## config.mk

```make
export PLATFORM = sky130hd
export DESIGN_NAME = spi_slave
export DESIGN_NICKNAME = d
export VERILOG_FILES = /design/src/rtl/spi_pkg.sv /design/src/rtl/spi_slave_sync.sv /design/src/rtl/spi_slave.sv
export SDC_FILE = /design/constraint.sdc
export NUM_CORES = 1
export LEC_CHECK = 0
export CAP_MARGIN = 20
export CORE_MARGIN = 2
export CORE_UTILIZATION = 52
export CTS_BUF_LIST = sky130_fd_sc_hd__clkbuf_16
export DETAILED_ROUTE_END_ITERATION = 12
export HOLD_SLACK_MARGIN = 0.15
export PLACE_DENSITY_LB_ADDON = 0.25
export SLEW_MARGIN = 20
export SYNTH_ARGS = -nofsm -noshare
export SYNTH_HDL_FRONTEND = slang
export SYNTH_SLANG_ARGS = --single-unit
```

## constraint.sdc

```tcl
create_clock -name clk -period 2 [get_ports clk]
set_input_delay 0.6 -clock clk [delete_from_list [all_inputs] [get_ports clk]]
set_output_delay 0.6 -clock clk [all_outputs]
set_load 0.005 [all_outputs]
```

## src/rtl/spi_pkg.sv

```systemverilog
// spi_pkg: shared SPI link constants and the target-side state encoding.
package spi_pkg;
  typedef enum logic {IDLE = 1'b0, SHIFT = 1'b1} state_e;
  localparam int SPI_WIDTH = 8;
  localparam logic [SPI_WIDTH-1:0] TX_IDLE_BYTE_DEF = 8'hFF;
  localparam logic CPOL = 1'b1;
  localparam logic CPHA = 1'b1;
endpackage

```

## src/rtl/spi_slave_sync.sv

```systemverilog
// spi_sync: multi-flop synchronizer for one asynchronous pin with a chosen reset level.
module spi_sync #(
  parameter int   STAGES  = 2,
  parameter logic RST_VAL = 1'b0
) (
  input  logic clk,
  input  logic reset_n,
  input  logic d,
  output logic q
);
  logic [STAGES-1:0] sync_d, sync_q;
  always_comb sync_d = {sync_q[STAGES-2:0], d};
  always_ff @(posedge clk or negedge reset_n)
    if (!reset_n) sync_q <= {STAGES{RST_VAL}};
    else sync_q <= sync_d;
  assign q = sync_q[STAGES-1];
endmodule

```

## src/rtl/spi_slave.sv

```systemverilog
// spi_slave: mode-3 SPI target; oversampled pins, one-deep tx buffer, byte-wide rx strobe.
module spi_slave
  import spi_pkg::*;
#(
  parameter int                    SYNC_STAGES  = 2,
  parameter logic [SPI_WIDTH-1:0]  TX_IDLE_BYTE = TX_IDLE_BYTE_DEF
) (
  input  logic                 clk,
  input  logic                 reset_n,
  input  logic                 SCLK,
  input  logic                 CS_n,
  input  logic                 MOSI,
  output logic                 MISO,
  output logic                 miso_oe,
  input  logic [SPI_WIDTH-1:0] tx_data,
  input  logic                 tx_load,
  output logic                 tx_ready,
  output logic [SPI_WIDTH-1:0] rx_data,
  output logic                 rx_valid,
  output logic                 tx_underrun,
  output logic                 busy
);
  logic sclk_s, csn_s, mosi_s;
  logic sclk_dly_q, csn_dly_q;
  logic sclk_rise, sclk_fall, cs_fall, cs_rise, reload;
  state_e state_d, state_q;
  logic [2:0] bit_cnt_d, bit_cnt_q;
  logic [SPI_WIDTH-1:0] tx_shift_d, tx_shift_q, rx_shift_d, rx_shift_q;
  logic [SPI_WIDTH-1:0] rx_data_d, rx_data_q, tx_buf_d, tx_buf_q;
  logic tx_full_d, tx_full_q, rx_valid_d, rx_valid_q;
  logic tx_underrun_d, tx_underrun_q, miso_d, miso_q, sel_d, sel_q;

  spi_sync #(.STAGES(SYNC_STAGES), .RST_VAL(1'b1)) u_sync_sclk (.clk(clk), .reset_n(reset_n), .d(SCLK), .q(sclk_s));
  spi_sync #(.STAGES(SYNC_STAGES), .RST_VAL(1'b1)) u_sync_csn  (.clk(clk), .reset_n(reset_n), .d(CS_n), .q(csn_s));
  spi_sync #(.STAGES(SYNC_STAGES), .RST_VAL(1'b0)) u_sync_mosi (.clk(clk), .reset_n(reset_n), .d(MOSI), .q(mosi_s));

  assign sclk_rise = sclk_s & ~sclk_dly_q;
  assign sclk_fall = ~sclk_s & sclk_dly_q;
  assign cs_fall   = ~csn_s & csn_dly_q;
  assign cs_rise   = csn_s & ~csn_dly_q;

  always_comb begin
    state_d    = state_q;
    bit_cnt_d  = bit_cnt_q;
    tx_shift_d = tx_shift_q;
    rx_shift_d = rx_shift_q;
    rx_data_d  = rx_data_q;
    rx_valid_d = 1'b0;
    reload     = 1'b0;
    if (state_q == IDLE) begin
      if (cs_fall) begin
        state_d   = SHIFT;
        bit_cnt_d = 3'd0;
        reload    = 1'b1;
      end
    end else if (cs_rise) begin
      state_d   = IDLE;
      bit_cnt_d = 3'd0;
    end else if (sclk_rise) begin
      rx_shift_d = {rx_shift_q[SPI_WIDTH-2:0], mosi_s};
      bit_cnt_d  = bit_cnt_q + 3'd1;
      if (bit_cnt_q == 3'd7) begin
        rx_data_d  = rx_shift_d;
        rx_valid_d = 1'b1;
        reload     = 1'b1;
      end
    end else if (sclk_fall && bit_cnt_q != 3'd0) begin
      tx_shift_d = {tx_shift_q[SPI_WIDTH-2:0], 1'b0};
    end
    // A reload drains the buffer; an empty buffer can still accept tx_load in the same cycle.
    tx_shift_d    = reload ? (tx_full_q ? tx_buf_q : TX_IDLE_BYTE) : tx_shift_d;
    tx_underrun_d = reload & ~tx_full_q;
    tx_full_d     = tx_full_q ? ~reload : tx_load;
    tx_buf_d      = (~tx_full_q & tx_load) ? tx_data : tx_buf_q;
    sel_d         = state_d == SHIFT;
    miso_d        = sel_d ? tx_shift_d[SPI_WIDTH-1] : 1'b1;
  end

  always_ff @(posedge clk or negedge reset_n)
    if (!reset_n) begin
      sclk_dly_q    <= 1'b1;
      csn_dly_q     <= 1'b1;
      state_q       <= IDLE;
      bit_cnt_q     <= 3'd0;
      tx_shift_q    <= '0;
      rx_shift_q    <= '0;
      rx_data_q     <= '0;
      rx_valid_q    <= 1'b0;
      tx_buf_q      <= '0;
      tx_full_q     <= 1'b0;
      tx_underrun_q <= 1'b0;
      miso_q        <= 1'b1;
      sel_q         <= 1'b0;
    end else begin
      sclk_dly_q    <= sclk_s;
      csn_dly_q     <= csn_s;
      state_q       <= state_d;
      bit_cnt_q     <= bit_cnt_d;
      tx_shift_q    <= tx_shift_d;
      rx_shift_q    <= rx_shift_d;
      rx_data_q     <= rx_data_d;
      rx_valid_q    <= rx_valid_d;
      tx_buf_q      <= tx_buf_d;
      tx_full_q     <= tx_full_d;
      tx_underrun_q <= tx_underrun_d;
      miso_q        <= miso_d;
      sel_q         <= sel_d;
    end

  assign MISO        = miso_q;
  assign miso_oe     = sel_q;
  assign busy        = sel_q;
  assign tx_ready    = ~tx_full_q;
  assign rx_data     = rx_data_q;
  assign rx_valid    = rx_valid_q;
  assign tx_underrun = tx_underrun_q;
endmodule

```

# After elaboration in Yosys (flattened, before gate mapping)
# Index checks and enable logic that the tools add are counted.
# Widths: inputs -> output; s select.
[word_totals] register_bits=47 in_bits=14 output_inout_bits=14
[op_classes] n_reduce_logical=9 add_sub_neg=1 bitwise=13 mux=20 n_eq_ne=4
[op_table] cell="$mux 8" n=6
[op_table] cell="$mux 3" n=4
[op_table] cell="$mux 1" n=10
[op_table] cell="$reduce_and 4->1" n=2
[op_table] cell="$not 1->1" n=7
[op_table] cell="$and 1x1->1" n=6
[op_table] cell="$reduce_bool 2->1" n=3
[op_table] cell="$ne 2x1->1 const B" n=2
[op_table] cell="$add 3x1->3 const B" n=1
[op_table] cell="$eq 3x3->1 const B" n=1
[op_table] cell="$ne 3x3->1 const B" n=1
[op_table] cell="$reduce_and 3->1" n=1
[op_table] cell="$reduce_bool 3->1" n=1
[op_table] cell="$reduce_and 2->1" n=1
[op_table] cell="$logic_and 1x1->1" n=1

# Depth between registers and ports, before layout
# Gate-level depths: netlist (run 1).
[depth] word_depth=9 ltp_mapped=6

# Modules after synthesis
# A second synthesis (run 1) with hierarchy kept.
[hier_totals] hier_cells=135 hier_area_um2=1863.0
[modules_own_cells] mod="spi_slave" area_per_inst_um2=1707.9 seq_area_each_um2=1029.7 cells_per_inst=129 instances=1
[modules_own_cells] mod="spi_sync (u_sync_csn ...)" area_per_inst_um2=52.6 seq_area_each_um2=52.6 cells_per_inst=2 instances=2
[modules_own_cells] mod="spi_sync (u_sync_mosi)" area_per_inst_um2=50.0 seq_area_each_um2=50.0 cells_per_inst=2 instances=1

# Worst setup path after synthesis (run 1)
# Ideal clock, no wire load.
[synth_path] path_kind="register to register" startpoint="register bit_cnt_q[0]" endpoint="register tx_shift_q[1]" n_path_buf=1 path_stages_with_launch=7 setup_time_ns=0.126 path_slack_ns=0.413 synth_period_minus_slack_ns=1.587 t_arrival_ns=1.461 path_cell_list="dfrtp_1 ha_1 ha_1 a41oi_2 buf_4 a21oi_1 a221o_1"
[synth_between] elab_chain_cells=7
[synth_lines] item="start, declared" line="spi_slave.sv:27" rtl="logic [2:0] bit_cnt_d, bit_cnt_q;"
[synth_lines] item="start signal, assigned" line="spi_slave.sv:98" rtl="bit_cnt_q <= bit_cnt_d;"
[synth_lines] item="$eq 3x3->1" line="spi_slave.sv:62" rtl="if (bit_cnt_q == 3'd7) begin"
[synth_lines] item="$mux 1" line="spi_slave.sv:62"
[synth_lines] item="$mux 1" line="spi_slave.sv:59" rtl="end else if (sclk_rise) begin"
[synth_lines] item="$mux 1" line="spi_slave.sv:56" rtl="end else if (cs_rise) begin"
[synth_lines] item="$mux 1" line="spi_slave.sv:50" rtl="if (state_q == IDLE) begin"
[synth_lines] item="$ne 2x1->1 (no source line) or $reduce_bool 2->1 (tied branches)"
[synth_lines] item="$reduce_and 4->1 (no source line)"
[synth_lines] item="end signal, assigned" line="spi_slave.sv:99" rtl="tx_shift_q <= tx_shift_d;"
[synth_lines] item="end, declared" line="spi_slave.sv:28" rtl="logic [SPI_WIDTH-1:0] tx_shift_d, tx_shift_q, rx_shift_d, rx_shift_q;"
# Parallel ways exist; a longest one is shown, timed or not.
# A chain may end at the register's enable or synchronous reset.

# Worst setup path in the final report (run 1)
[layout_path] startpoint="register miso_q (netlist: MISO)" endpoint="output port MISO"
[layout_rtl] item="start, declared" line="spi_slave.sv:31" rtl="logic tx_underrun_d, tx_underrun_q, miso_d, miso_q, sel_d, sel_q;"
[layout_rtl] item="start signal, assigned" line="spi_slave.sv:106" rtl="miso_q <= miso_d;"
[layout_rtl] item="end, declared" line="spi_slave.sv:13" rtl="output logic MISO,"
# No word-level cell between the ends.

==> reports/metrics.yaml, run 1 <==
cts.htree.levels: 2
antenna_cells: 0
hold_viol: 0
clock_tree.root_cell: "clkbuf_16"
io_pins: 28
cts_tree: "built"
yosys_warnings: 0
met3_usage_pct: 7.143
ir_worst_vdd_mv: 0.9127
cp.arrival_ns: 1.29
netlist_top_cells_area: "dfrtp_1 (54%), dfstp_2 (9.9%), mux2_1 (6.1%)"
met2_usage_pct: 31.18
ys_ff_latch: 47
tightest_slew_ns: 0.5626
dieArea_um2: 4060
slew_headroom_pct: 62.49
clkSinkCount: 47
fillers: 229
cp-end-kind: "output pin"
vias: 1191
grt_pass1_vias: 1238
vias_per_cell: 5.134
ant_nets: 0
drt-wirelength-per-cell_um: 13.28
max_freq_mhz: 528.9
drt_first_iter_violations: 78
port_buffers: 27
power_density_nw_per_um2: 1161
clkTransAtPathRegs_ns: 0.06
slew_viol_final: 0
die_h_um: 63.72
grt_first_pass_wirelength_mm: 5.609
nNetsFinal: 202
wl_mm: 3.081
clock_path_buffers: 2
worstSetupPathType: "reg -> out"
dp_cells: 224
status: "completed"
synth-seq-area-share_pct: 63.90
yosysUniqueCellTypes: 32
period_share_pct: 94.53
cp.required_ns: 1.40
grt_usage_pct: 18.30
die_w_um: 63.72
antenna_found_initial: 0
worst-path-max-fanout: 1
layout-drive-gt1-share_pct: 16.67
area.growth.synth_to_final_pct: 27.67
maxCapViolCount: 0
finClkSkew_ns: 0.001506
grt_util_met1_pct: 21.33
p_leak_nw: 1.114
synth_area_leader_cell: "dfrtp_1"
tns_ns: 0
yosysTopAreaCellShare_pct: 53.98
drt-pass1-iter-count: 6
overflow: 0
start_util_pct: 54.71
synth_nets: 167
crit_chain: "clkdlybuf4s50_1"
grt_max_degree: 48
cts_hold_buf: 0
crit_family: "flip-flops"
crit_path_top_delay_cell: "dfstp_2"
grt.busiest_layer: "met2"
rows: 21
finalSetupViolations: 0
drcViolationCount: 0
start_kind: "register"
synth_area_um2: 1854
place_hpwl_mm: 2.118
insertion_delay_ns: 0.29
rsz0062_at_grt: "no"
gp_congestion: 0.7924
slowest_delay_ns: 0.52
instances_no_fill: 232
crit_buf_inv: 1
synth_cells: 150
hp-class: "reg -> reg"
coreArea_um2: 3390
layout_min_cycle_time_ns: 1.891
syn_avg_cell_area_um2: 12.36
cts_buffers: 5
## per-stage QoR
step	setup slack, ns	hold WS (ns)	area [um2]	utilization, %	power [W]
CTS	0.01273	0.3558	2366	69.80	0.002772
finish	0.1094	0.3552	2367	69.84	0.002749
global placement	0.2635	0.3368	2195	64.75	0.001776
global route	0.07755	0.3610	2367	69.84	0.002904
floorplan	0.4126	0.3044	1854	-	0.001608
detailed placement	0.2044	0.3470	2195	64.75	0.001815
## sequential cells by signal, summed over array words and instances, names as in the netlist, 2 cells and up
register and cells:
u_sync_csn.sync_q 2, u_sync_sclk.sync_q 2, tx_shift_q 8, rx_shift_q 7, bit_cnt_q 3, rx_data 8, tx_buf_q 8, u_sync_mosi.sync_q 2
## layout make-up
cell class	count	area (um2)	share of cell area (%)
clock inverter	3	46.29	1.956
tap	46	57.56	2.431
timing repair buffer	33	310.3	13.11
sequential	47	1186	50.11
multi-input combinational	88	604.3	25.53
inverter	10	37.54	1.586
clock buffer	5	125.1	5.285
## routing by layer
layer / share of wire [%] / up-vias
met5: 0 / -
met4: 0.36 / 0
met3: 4.5 / 2
met2: 52 / 30
met1: 43 / 586
li1: - / 573
## where the power goes
part,leakage (nW),internal (W),total [W],switching [W]
clock,0.0804,0.000593,0.000942,0.000348
sequential,0.586,0.00119,0.00132,0.000128
combinational,0.447,0.000247,0.000488,0.000241
## cell usage after synthesis, drive strengths merged
library cell	number
dfrtp	40
nand2	29
mux2	11
inv	10
o21ai	8
a21oi	7
dfstp	7
a221o	6
nor2b	5
nor2	4
buf	3
ha	3
a22o	2
clkbuf	2
nand2b	2
a21boi	1
a21o	1
a31oi	1
a41oi	1
and3	1
mux2i	1
nand3	1
nor3	1
nor3b	1
nor4b	1
o2bb2ai	1
## path summary, 6_finish.rpt
kind,from,endpoint,slack (ns),cells after the start
max,MISO,MISO,0.11,1
max reg2reg,u_sync_sclk.sync_q[1],rx_data[0],0.30,4
min reg2reg,u_sync_sclk.sync_q[0],u_sync_sclk.sync_q[1],0.36,0
min,u_sync_sclk.sync_q[0],u_sync_sclk.sync_q[1],0.36,0
max in group asynchronous,reset_n,busy,1.20,2
min in group asynchronous,reset_n,bit_cnt_q[1],0.39,2
## repair_timing
| item | in CTS | in global routing |
|---|---|---|
| resized for setup | 0 | 1 |
| hold endpoints to repair | 0 | 0 |
| buffers inserted | 0 | 0 |
| endpoints found under the setup margin | 0 | 2 |
## cells by family (layout without fill, tap and decap cells)
family,after synthesis,after routing,share of synthesized area [%]
DFF,47,47,63.90
and+or+nand+nor,45,45,12.41
AOI/OAI and AO/OA,28,28,10.93
buffers and inverters,15,51,3.508
muxes,12,12,7.220
adders and majority gates,3,3,2.025
## cell usage in the layout (no fill, tap or decap), drive strengths merged
master,Yosys,layout
nor4b,1,1
nor2,4,4
clkdlybuf4s50,0,26
o21ai,8,8
nand2b,2,2
a21o,1,1
clkbuf,2,5
a221o,6,6
dfstp,7,7
nand2,29,29
inv,10,11
dfrtp,40,40
a21oi,7,7
bufinv,0,1
mux2,11,11
a31oi,1,1
nand3,1,1
o2bb2ai,1,1
and3,1,1
a41oi,1,1
nor2b,5,5
mux2i,1,1
nor3,1,1
clkinvlp,0,1
nor3b,1,1
ha,3,3
buf,3,7
a22o,2,2
a21boi,1,1
Note: power is estimated with default switching activity, not from simulation.
==> inputs of run 2 (changes only) <==
CORE_UTILIZATION = 55   (was 52)
CTS_BUF_LIST = sky130_fd_sc_hd__clkbuf_2   (was sky130_fd_sc_hd__clkbuf_16)
RECOVER_POWER = 25   (was not set)
==> reports/metrics.yaml, run 2 (synthesis results as in run 1) <==
rows: 21  # unchanged
insertion_delay_ns: 0.42  # +0.13 ns
cts.htree.levels: 2  # unchanged
instances_no_fill: 234  # +0.86%
rsz0062_at_grt: "no"
final_cell_area_um2: 2293  # -3.1%
nNetsFinal: 204  # +0.99%
clock_path_buffers: 2  # unchanged
worst-path-max-fanout: 1  # unchanged
vias_per_cell: 5.175  # +0.81%
crit_chain: "clkdlybuf4s50_1"
crit_family: "buffers and inverters"
grt_first_pass_wirelength_mm: 4.685  # -16%
ir_worst_vdd_mv: 0.5898  # -35%
final_common_cell: "dfrtp_1"
max_freq_mhz: 530.6  # +0.33%
period_share_pct: 94.22  # -0.31 points
slowest_delay_ns: 0.49  # -0.03 ns
wl_mm: 3.084  # about the same
hold_viol: 0  # unchanged
p_leak_nw: 1.213  # +8.9%
clkSinkCount: 47  # unchanged
cp.arrival_ns: 1.28  # about the same
whs_ns: 0.3716  # +0.01644 ns
layout_min_cycle_time_ns: 1.884  # -0.006134 ns
cts_tree: "built"
status: "completed"
cp.required_ns: 1.40  # about the same
ant_nets: 0  # unchanged
die_h_um: 62.07  # -2.6%
io_pins: 28  # unchanged
coreArea_um2: 3284  # -3.1%
clkTransAtPathRegs_ns: 0.24  # +0.18 ns
gp_congestion: 0.7785  # -1.8%
die_w_um: 62.07  # -2.6%
slew_headroom_pct: 27.56  # -35 points
tightest_slew_ns: 1.087  # +0.5240 ns
power_density_nw_per_um2: 1006  # -13%
finClkSkew_ns: 0.03027  # +0.02876 ns
start_util_pct: 56.46  # +1.8 points
layout-drive-gt1-share_pct: 16.49  # -0.18 points
crit_path_top_delay_cell: "clkdlybuf4s50_1"
dieArea_um2: 3852  # -5.1%
cp-end-kind: "output pin"
slew_viol_final: 0  # unchanged
port_buffers: 27  # unchanged
grt_max_degree: 48  # unchanged
mostFrequentLayoutCells: "dfrtp_1 (39), nand2_1 (28), clkdlybuf4s50_1 (15)"
placed_area_um2: 2195  # unchanged
worstSetupPathType: "reg -> out"
cts_hold_buf: 0  # unchanged
cts_buffers: 5  # unchanged
dp_cells: 224  # unchanged
antenna_cells: 0  # unchanged
area.growth.synth_to_final_pct: 23.68
worst_slack_ns: 0.1155  # +0.006134 ns
drt-wirelength-per-cell_um: 13.18  # -0.76%
tns_ns: 0  # unchanged
drt_first_iter_violations: 64  # -18%
start_kind: "register"
clock_tree.root_cell: "clkbuf_2"
finalSetupViolations: 0  # unchanged
place_hpwl_mm: 2.189  # +3.3%
overflow: 0  # unchanged
hp-class: "reg -> reg"
antenna_found_initial: 0  # unchanged
grt_pass1_vias: 1112  # -10%
grt_usage_pct: 17.48  # -0.82 points
crit_buf_inv: 1  # unchanged
maxCapViolCount: 0  # unchanged
place_ws_ns: 0.2222  # +0.01788 ns
drcViolationCount: 0  # unchanged
vias: 1211  # +1.7%
drt-pass1-iter-count: 4  # -2
==> run 2: timing repair <==
item / in CTS / in global routing
setup endpoints to repair: 4 / 8
buffers inserted: 2 / 0
resized for setup: 3 / 8
==> run 2: path summary, 6_finish.rpt <==
check                                  endpoint  cells past startpoint            startpoint  slack (ns)
hold / removal             u_sync_csn.sync_q[1]                      0  u_sync_csn.sync_q[0]        0.37
setup / recovery                       rx_valid                      1              rx_valid        0.12
min in group asynchronous            rx_data[5]                      2               reset_n        0.42
max in group asynchronous                  busy                      2               reset_n        0.86
setup reg to reg                  tx_shift_q[1]                      6          bit_cnt_q[0]        0.25
hold reg to reg            u_sync_csn.sync_q[1]                      0  u_sync_csn.sync_q[0]        0.37
==> run 2: per-stage QoR <==
step | total power (W) | util, %
after floorplan | 0.001608 | -
after global placement | 0.001783 | 66.82
after detailed placement | 0.001819 | 66.82
after CTS | 0.002327 | 69.30
after global routing | 0.002458 | 69.83
final | 0.002307 | 69.83
==> run 2: routing by layer <==
metal	vias up	share of wire, %	track usage [%]
met2	35	53	30.51
met5	-	0	0
met4	0	1.4	6.991
met3	6	5.1	7.246
met1	589	40	18.66
li1	581	-	-
==> run 2: area by class of cell <==
class                           count  area, um2
Multi-Input combinational cell     88      604.3
Clock inverter                      3      42.54
Timing Repair Buffer               35      340.3
Fill cell                         253      991.0
Tap cell                           46      57.56
Inverter                           10      37.54
Clock buffer                        5      25.02
Sequential cell                    47       1186
==> run 2: power by group <==
part | internal, W | leakage (nW) | switching, W
Sequential | 0.00119 | 0.586 | 0.000120
Clock | 0.000212 | 0.0410 | 0.000289
Combinational | 0.000248 | 0.586 | 0.000253
